$ cat src/rtl/mac_fetch_mult.sv
// Operand fetch + multiply stage: walks (i,j,k) over C = A*B, reads both SRAMs,
// and emits registered products with cycle-aligned index tags. Optional issue stall via MAC_FETCH_STALL_EN.
module mac_fetch_mult #(
    parameter int M                      = 4,
    parameter int K                      = 4,
    parameter int N                      = 4,
    parameter int DATA_WIDTH_INIT_MATRIX = 32
) (
    input  logic                                  clk,
    input  logic                                  resetn,
    input  logic                                  start,
`ifdef MAC_FETCH_STALL_EN
    input  logic                                  stall,
`endif
    output logic                                  busy,
    output logic                                  done,
    output logic                                  matrix_a_re,
    output logic                                  matrix_b_re,
    output logic [$clog2(M)-1:0]                  matrix_a_row_addr,
    output logic [$clog2(K)-1:0]                  matrix_a_col_addr,
    output logic [$clog2(K)-1:0]                  matrix_b_row_addr,
    output logic [$clog2(N)-1:0]                  matrix_b_col_addr,
    input  logic [DATA_WIDTH_INIT_MATRIX-1:0]     matrix_a_rdata,
    input  logic [DATA_WIDTH_INIT_MATRIX-1:0]     matrix_b_rdata,
    output logic [2*DATA_WIDTH_INIT_MATRIX-1:0]   product_reg,
    output logic [$clog2(M)-1:0]                  matrix_a_row_addr_counter_reg,
    output logic [$clog2(K)-1:0]                  matrix_a_col_addr_counter_reg,
    output logic [$clog2(K)-1:0]                  matrix_b_row_addr_counter_reg,
    output logic [$clog2(N)-1:0]                  matrix_b_col_addr_counter_reg,
    output logic                                  mult_done_reg
);

    localparam int W      = DATA_WIDTH_INIT_MATRIX;
    localparam int IW     = $clog2(M);
    localparam int KW     = $clog2(K);
    localparam int JW     = $clog2(N);
    localparam int STAGES = 2;

    typedef enum logic [1:0] {IDLE, ISSUE, DRAIN} state_t;

    typedef struct packed {
        logic [IW-1:0] i;
        logic [JW-1:0] j;
        logic [KW-1:0] k;
    } tag_t;

    state_t state_q, state_d;
    logic   stall_i;

`ifdef MAC_FETCH_STALL_EN
    assign stall_i = stall;
`else
    assign stall_i = 1'b0;
`endif

    logic [IW-1:0] i_q;
    logic [JW-1:0] j_q;
    logic [KW-1:0] k_q;
    logic          issue, i_last, j_last, k_last, last_issue;

    assign issue      = (state_q == ISSUE) && !stall_i;
    assign i_last     = (i_q == IW'(M - 1));
    assign j_last     = (j_q == JW'(N - 1));
    assign k_last     = (k_q == KW'(K - 1));
    assign last_issue = issue && i_last && j_last && k_last;

    always_ff @(posedge clk or negedge resetn) begin
        if (!resetn) state_q <= IDLE;
        else         state_q <= state_d;
    end

    always_comb begin
        state_d = state_q;
        case (state_q)
            IDLE:    if (start)      state_d = ISSUE;
            ISSUE:   if (last_issue) state_d = DRAIN;
            DRAIN:   if (done)       state_d = IDLE;
            default:                 state_d = IDLE;
        endcase
    end

    // k innermost, then j, then i; the final carry returns all three to 0
    always_ff @(posedge clk or negedge resetn) begin
        if (!resetn) begin
            i_q <= '0;
            j_q <= '0;
            k_q <= '0;
        end else if (state_q == IDLE) begin
            i_q <= '0;
            j_q <= '0;
            k_q <= '0;
        end else if (issue) begin
            k_q <= k_last ? '0 : k_q + KW'(1);
            if (k_last) begin
                j_q <= j_last ? '0 : j_q + JW'(1);
                if (j_last) i_q <= i_last ? '0 : i_q + IW'(1);
            end
        end
    end

    assign busy              = (state_q != IDLE);
    assign matrix_a_re       = issue;
    assign matrix_b_re       = issue;
    assign matrix_a_row_addr = i_q;
    assign matrix_a_col_addr = k_q;
    assign matrix_b_row_addr = k_q;
    assign matrix_b_col_addr = j_q;

    // [0]: read in flight at SRAM, [1]: operands registered, [2]: product presented
    logic [STAGES:0] vld_pipe, last_pipe;
    tag_t            tag0, tag1, tag2;
    logic [W-1:0]    a_q, b_q;

    always_ff @(posedge clk or negedge resetn) begin
        if (!resetn) begin
            vld_pipe    <= '0;
            last_pipe   <= '0;
            tag0        <= '0;
            tag1        <= '0;
            tag2        <= '0;
            a_q         <= '0;
            b_q         <= '0;
            product_reg <= '0;
        end else begin
            vld_pipe  <= {vld_pipe[STAGES-1:0], issue};
            last_pipe <= {last_pipe[STAGES-1:0], last_issue};
            tag0      <= '{i: i_q, j: j_q, k: k_q};
            tag1      <= tag0;
            a_q       <= matrix_a_rdata;
            b_q       <= matrix_b_rdata;
            // bubbles are zeroed so downstream never sees a stale k==K-1
            if (vld_pipe[1]) begin
                product_reg <= {{W{1'b0}}, a_q} * {{W{1'b0}}, b_q};
                tag2        <= tag1;
            end else begin
                product_reg <= '0;
                tag2        <= '0;
            end
        end
    end

    assign mult_done_reg                 = vld_pipe[STAGES];
    assign done                          = last_pipe[STAGES];
    assign matrix_a_row_addr_counter_reg = tag2.i;
    assign matrix_a_col_addr_counter_reg = tag2.k;
    assign matrix_b_row_addr_counter_reg = tag2.k;
    assign matrix_b_col_addr_counter_reg = tag2.j;

endmodule

$ cat config.mk
export PLATFORM = sky130hd
export DESIGN_NAME = mac_fetch_mult
export DESIGN_NICKNAME = d
export VERILOG_FILES = /design/src/rtl/mac_fetch_mult.sv
export SDC_FILE = /design/constraint.sdc
export NUM_CORES = 2
export LEC_CHECK = 0
export CORE_ASPECT_RATIO = 1.25
export CORE_MARGIN = 2
export CORE_UTILIZATION = 49
export DETAILED_ROUTE_END_ITERATION = 16
export GPL_TIMING_DRIVEN = 0
export PLACE_DENSITY = 0.64
export REMOVE_ABC_BUFFERS = 1
export SYNTH_ARGS = -nofsm -noshare
export SYNTH_HDL_FRONTEND = slang
export SYNTH_SLANG_ARGS = --single-unit
export TNS_END_PERCENT = 10
$ cat constraint.sdc
create_clock -name clk -period 12 [get_ports clk]
set_clock_uncertainty 0.2 [all_clocks]
set_input_delay 1.2 -clock clk [delete_from_list [all_inputs] [get_ports clk]]
set_output_delay 1.2 -clock clk [all_outputs]
set_load 0.005 [all_outputs]
[Yosys cells after proc, flatten, opt, wreduce, memory -nomap -nowiden]
Index checks and enable logic that the tools add are counted.
Operators by class
  reductions and logical operators: 11
  $add $sub $neg: 3
  multiplexer cells: 18
  eq/ne operators: 8
  $mul: 1
Operator list (number)
  $mul A32 B32 Y64: 1
  $mux W64: 1
  $mux W2: 15
  $eq A2 B2 Y1 const B: 4
  $reduce_bool A2 Y1: 4
  $add A2 B1 Y2 const B: 3
  $mux W6: 1
  $pmux W2 S3: 1
  $reduce_and A3 Y1: 2
  $ne A2 B2 Y1 const B: 2
  $logic_and A1 B1 Y1: 3
  $eq A2 B1 Y1 const B: 1
  $logic_not A2 Y1: 1
  $ne A2 B1 Y1 const B: 1
  $reduce_and A2 Y1: 1
Storage, ports and cells
  register bits: 160
  output and inout bits: 85
  logic and storage cells: 59

[Logic depth before layout (Yosys ltp)]
  depth in word-level cells: 6
  depth in mapped cells: 28
  gate-level depth less buffers: 25

[Worst setup path after synthesis]
Ideal clock, no wire load.
  path kind: register to register
  start: register b_q[2]
  end: register product_reg[56]
  stages on the path, launching flop included: 27
  buffers on the path: 3
  data arrival time: 6.952 ns
  clock period less this slack: 7.232 ns
  setup slack: 4.768 ns
  cells stage by stage: dfrtp_1 > clkbuf_1 > and2_1 > fa_1 > inv_1 > fa_1 > fa_1 > fa_1 > inv_1 > fa_1 > inv_1 > fa_1 > inv_1 > fa_1 > fa_1 > ha_1 > buf_2 > and3_1 > clkbuf_1 > a221oi_2 > o211ai_1 > a21oi_2 > o21ai_2 > a2111oi_2 > o31ai_2 > a21oi_2 > mux2i_1
Between the ends
  word-level cells in the longest chain between the ends: 2
RTL lines
  from (decl): line 112  | logic [W-1:0] a_q, b_q;
  from (signal assigned): line 130  | b_q <= matrix_b_rdata;
  $mul A32 B32 Y64: line 133  | product_reg <= {{W{1'b0}}, a_q} * {{W{1'b0}}, b_q};
  $mux W64: line 132  | if (vld_pipe[1]) begin
  to (signal assigned): line 133
  to (decl): line 25  | output logic [2*DATA_WIDTH_INIT_MATRIX-1:0] product_reg,
No other way between the ends.
A chain may end at the register's enable or synchronous reset.

[Worst setup path in the final report]
  start: register b_q[5]
  end: register product_reg[59]
The elaborated chain is that of the path after synthesis.

==> impl_table.tex <==
\begin{tabular}{lr}
\hline
Metric & Value \\
\hline
\multicolumn{2}{l}{\textbf{Clocking}} \\
Clock transition at the registers of the reported paths & 0.08 ns \\
Clock Latency Late Sink & 0.51 ns \\
Number of hold buffers added after CTS & 0 \\
Maximum number of buffers from clock root to sink & 2 \\
Sinks on Clock Net & 160 \\
Resized cells post-CTS & 0 \\
Inserted Clock Buffers & 17 \\
Buffer count from post-CTS setup fixing & 0 \\
Clk root buf & sky130\_fd\_sc\_hd\_\_clkbuf\_16 \\
CTS tree & yes \\
Number of H-tree levels & 4 \\
\multicolumn{2}{l}{\textbf{Critical path}} \\
Dominant cell type by count on the critical path & sky130\_fd\_sc\_hd\_\_fa\_1 \\
Data required time at the worst endpoint & 12.14 ns \\
Critical Path Max Stage Delay & 1.25 ns \\
CP top delay family & adder cells \\
Endpoint type of the worst setup path & register \\
Critical-path maximum fanout & 32 \\
Highest-delay cell along the critical path & sky130\_fd\_sc\_hd\_\_dfrtp\_1 \\
Worst Setup Start Kind & register \\
Crit path arrival time & 10.22 ns \\
Count of buffering cells on the critical path with inverters included & 5 \\
Kind of critical path & reg -> reg \\
Ordered cell list for the critical path & nand2\_1 > fa\_1 > inv\_1 > fa\_1 > fa\_1 > inv\_1 > fa\_1 > inv\_1 > fa\_1 > fa\_1 > fa\_1 > inv\_1 > fa\_1 > inv\_1 > ha\_1 > a21oi\_1 > o21bai\_1 > a21o\_1 > a211oi\_1 > o311ai\_0 > a211oi\_1 > o21ai\_1 > o311ai\_0 \\
\multicolumn{2}{l}{\textbf{Global route}} \\
GR met1 Demand/Resource & 37.1\% \\
GRT overflow & 0 \\
Pin count of the biggest net entering global routing & 113 \\
Met2 global-route usage & 52.3\% \\
GR peak layer & met2 \\
Antenna violations before repair & 12 \\
Global-route usage over all layers & 30.2\% \\
Via count of the first global-routing pass & 30200 \\
Met3 capacity usage during global routing & 4.91\% \\
First-pass GRT wire length & 177000 microns \\
\multicolumn{2}{l}{\textbf{Timing}} \\
Count of endpoints failing setup in the final report & 0 \\
Number of pins exceeding their max-slew limit in the final report & 0 \\
Final cycle utilization of the critical path & 84.0\% \\
Highest attainable clock frequency & 99.2 MHz \\
Final min period & 10.08 ns \\
Unrepaired setup endpoints after global routing & false \\
Max-slew headroom at the worst pin & 4.80\% \\
Worst-Margin Slew & 1.43 ns \\
Final Hold Violating Endpoints & 0 \\
Setup total negative slack & 0 ns \\
\multicolumn{2}{l}{\textbf{Synth}} \\
Main synth FF type & sky130\_fd\_sc\_hd\_\_dfrtp\_1 \\
Syn Area/Cell & 9.51 sq um \\
Number of enable flip-flop cells after synthesis & 0 \\
Library cells used by synthesis & 63 \\
Number of warnings issued by yosys & 0 \\
Syn Inst Count & 4008 \\
Flop and latch count out of synthesis & 160 \\
Post-Synthesis Cell Area & 38100 sq um \\
Ys async rst share & 100\% \\
Sequential area share after synthesis & 10.5\% \\
\multicolumn{2}{l}{\textbf{Finish}} \\
Most common library cell in the layout ignoring fill and taps & sky130\_fd\_sc\_hd\_\_fa\_1 \\
Commonest cells after routing, fill and taps aside & sky130\_fd\_sc\_hd\_\_fa\_1, sky130\_fd\_sc\_hd\_\_inv\_1, sky130\_fd\_sc\_hd\_\_and2\_1 \\
Final design area excluding fillers & 41100 sq um \\
\# nets final & 5200 \\
Layout cells sized above 1 & 3.24\% \\
Number of cells in the finished layout apart from fillers & 5030 \\
Largest register FFs & 64 \\
Synth-to-Final Area Change & 7.92\% \\
\multicolumn{2}{l}{\textbf{Floorplanning}} \\
Vertical die dimension & 316 microns \\
Standard cell core area & 77200 sq um \\
Full die area & 80100 sq um \\
Starting density of the core & 49.4\% \\
IO Count & 152 \\
Horizontal extent of the die & 253 microns \\
Placement row count & 114 \\
\multicolumn{2}{l}{\textbf{Placed design}} \\
Total instance count after detailed placement & 4995 \\
Routability Congestion & 0.951 \\
HPWL after detailed placement & 81900 microns \\
Post-placement cell area & 40600 sq um \\
Count of port buffers added during placement & 151 \\
\multicolumn{2}{l}{\textbf{Detailed routing}} \\
Antenna-violating nets left & 0 \\
DRT Wirelength & 114000 microns \\
Number of DRC violations after detailed-routing iteration 0 & 1855 \\
\# DRC & 0 \\
DR WL/cell & 22.6 microns \\
DR vias & 27600 \\
Number of search-and-repair iterations in the first detailed-routing pass & 5 \\
Routed via count divided by cell count & 5.48 \\
\multicolumn{2}{l}{\textbf{Hold path}} \\
HP Class & reg -> reg \\
\multicolumn{2}{l}{\textbf{Flow run}} \\
Max-Cap Viols & 0 \\
\multicolumn{2}{l}{\textbf{Run status}} \\
Status & complete, no violations \\
\hline
\end{tabular}
worst reg2reg max path, delay by kind of cell, from the launching register on:
family	cells	cell delay, ns
AOI/OAI and AO/OA	8	3.53
adders and majority gates	9	4.40
DFF	1	1.25
and+or+nand+nor	1	0.27
buffers and inverters	5	0.24
layer usage:
layer	part of all wire (%)	routed length, microns	vias to the layer above
li1	-	-	11600
met2	50	57000	1215
met5	0.025	28	-
met3	7.5	8520	348
met4	5.3	6040	4
met1	37	42300	14400
cell families after synthesis:
group | share of synthesized area, %
simple gates | 17.3
buf+inv | 10.8
flops | 10.5
compound gates | 4.49
xor+xnor | 1.01
fa+ha+maj | 55.8
mux | 0.131
worst paths after layout:
path | slack, ns | endpoint | from | depth (start not counted)
max in group asynchronous | 10.25 | b_q[29]$_DFF_PN0_ | resetn | 2
min in group asynchronous | 0.39 | product_reg[55]$_DFF_PN0_ | resetn | 1
worst min-delay path | 0.15 | tag1[1]$_DFF_PN0_ | tag0[1]$_DFF_PN0_ | 0
worst max register to register | 1.92 | product_reg[59]$_DFF_PN0_ | b_q[5]$_DFF_PN0_ | 23
worst min register to register | 0.15 | tag1[1]$_DFF_PN0_ | tag0[1]$_DFF_PN0_ | 0
worst max-delay path | 1.92 | product_reg[59]$_DFF_PN0_ | b_q[5]$_DFF_PN0_ | 23
metrics by stage:
step                hold WS, ns  setup WS (ns)  util (%)
floorplan                 0.131           4.71         -
global placement          0.133           2.00      51.9
detailed placement        0.135           2.35      52.6
CTS                       0.151           2.26      53.3
global route              0.157           1.85      53.3
finish                    0.148           1.92      53.3
synthesized netlist by cell type (7+ instances only):
cell                       instances  share of area, %
sky130_fd_sc_hd__ha_1            266               8.7
sky130_fd_sc_hd__nor2b_1           7              0.11
sky130_fd_sc_hd__a211oi_1          8              0.16
sky130_fd_sc_hd__nand4_1          18              0.30
sky130_fd_sc_hd__nand2_1         505               5.0
sky130_fd_sc_hd__a21oi_1          83               1.1
sky130_fd_sc_hd__clkbuf_1        215               2.1
sky130_fd_sc_hd__o21a_1           12              0.24
sky130_fd_sc_hd__or3_1             8              0.13
sky130_fd_sc_hd__xnor2_1          26              0.60
sky130_fd_sc_hd__dfrtp_1         160                11
sky130_fd_sc_hd__nand2b_1          8              0.13
sky130_fd_sc_hd__o21ai_0          42              0.55
sky130_fd_sc_hd__nand3_1          13              0.17
sky130_fd_sc_hd__xor2_1           18              0.41
sky130_fd_sc_hd__o21bai_1         11              0.22
sky130_fd_sc_hd__nor2_1           78              0.77
sky130_fd_sc_hd__fa_1            896                47
sky130_fd_sc_hd__a21o_1           44              0.87
sky130_fd_sc_hd__nor3_1           19              0.25
sky130_fd_sc_hd__inv_1           861               8.5
sky130_fd_sc_hd__and2_1          605               9.9
cell type report:
cell class,count,area (sq um)
fill,7109,36000
multi-input combinational,2759,30000
sequential,160,4080
inverter,862,3240
timing repair buffer,171,1960
tap,1044,1310
clock buffer,19,433
clock inverter,13,121
antenna,2,5.00
Power is left out: the tool's default activity adds up to more than one toggle a clock period on the data nets, which glitch-free logic cannot reach.
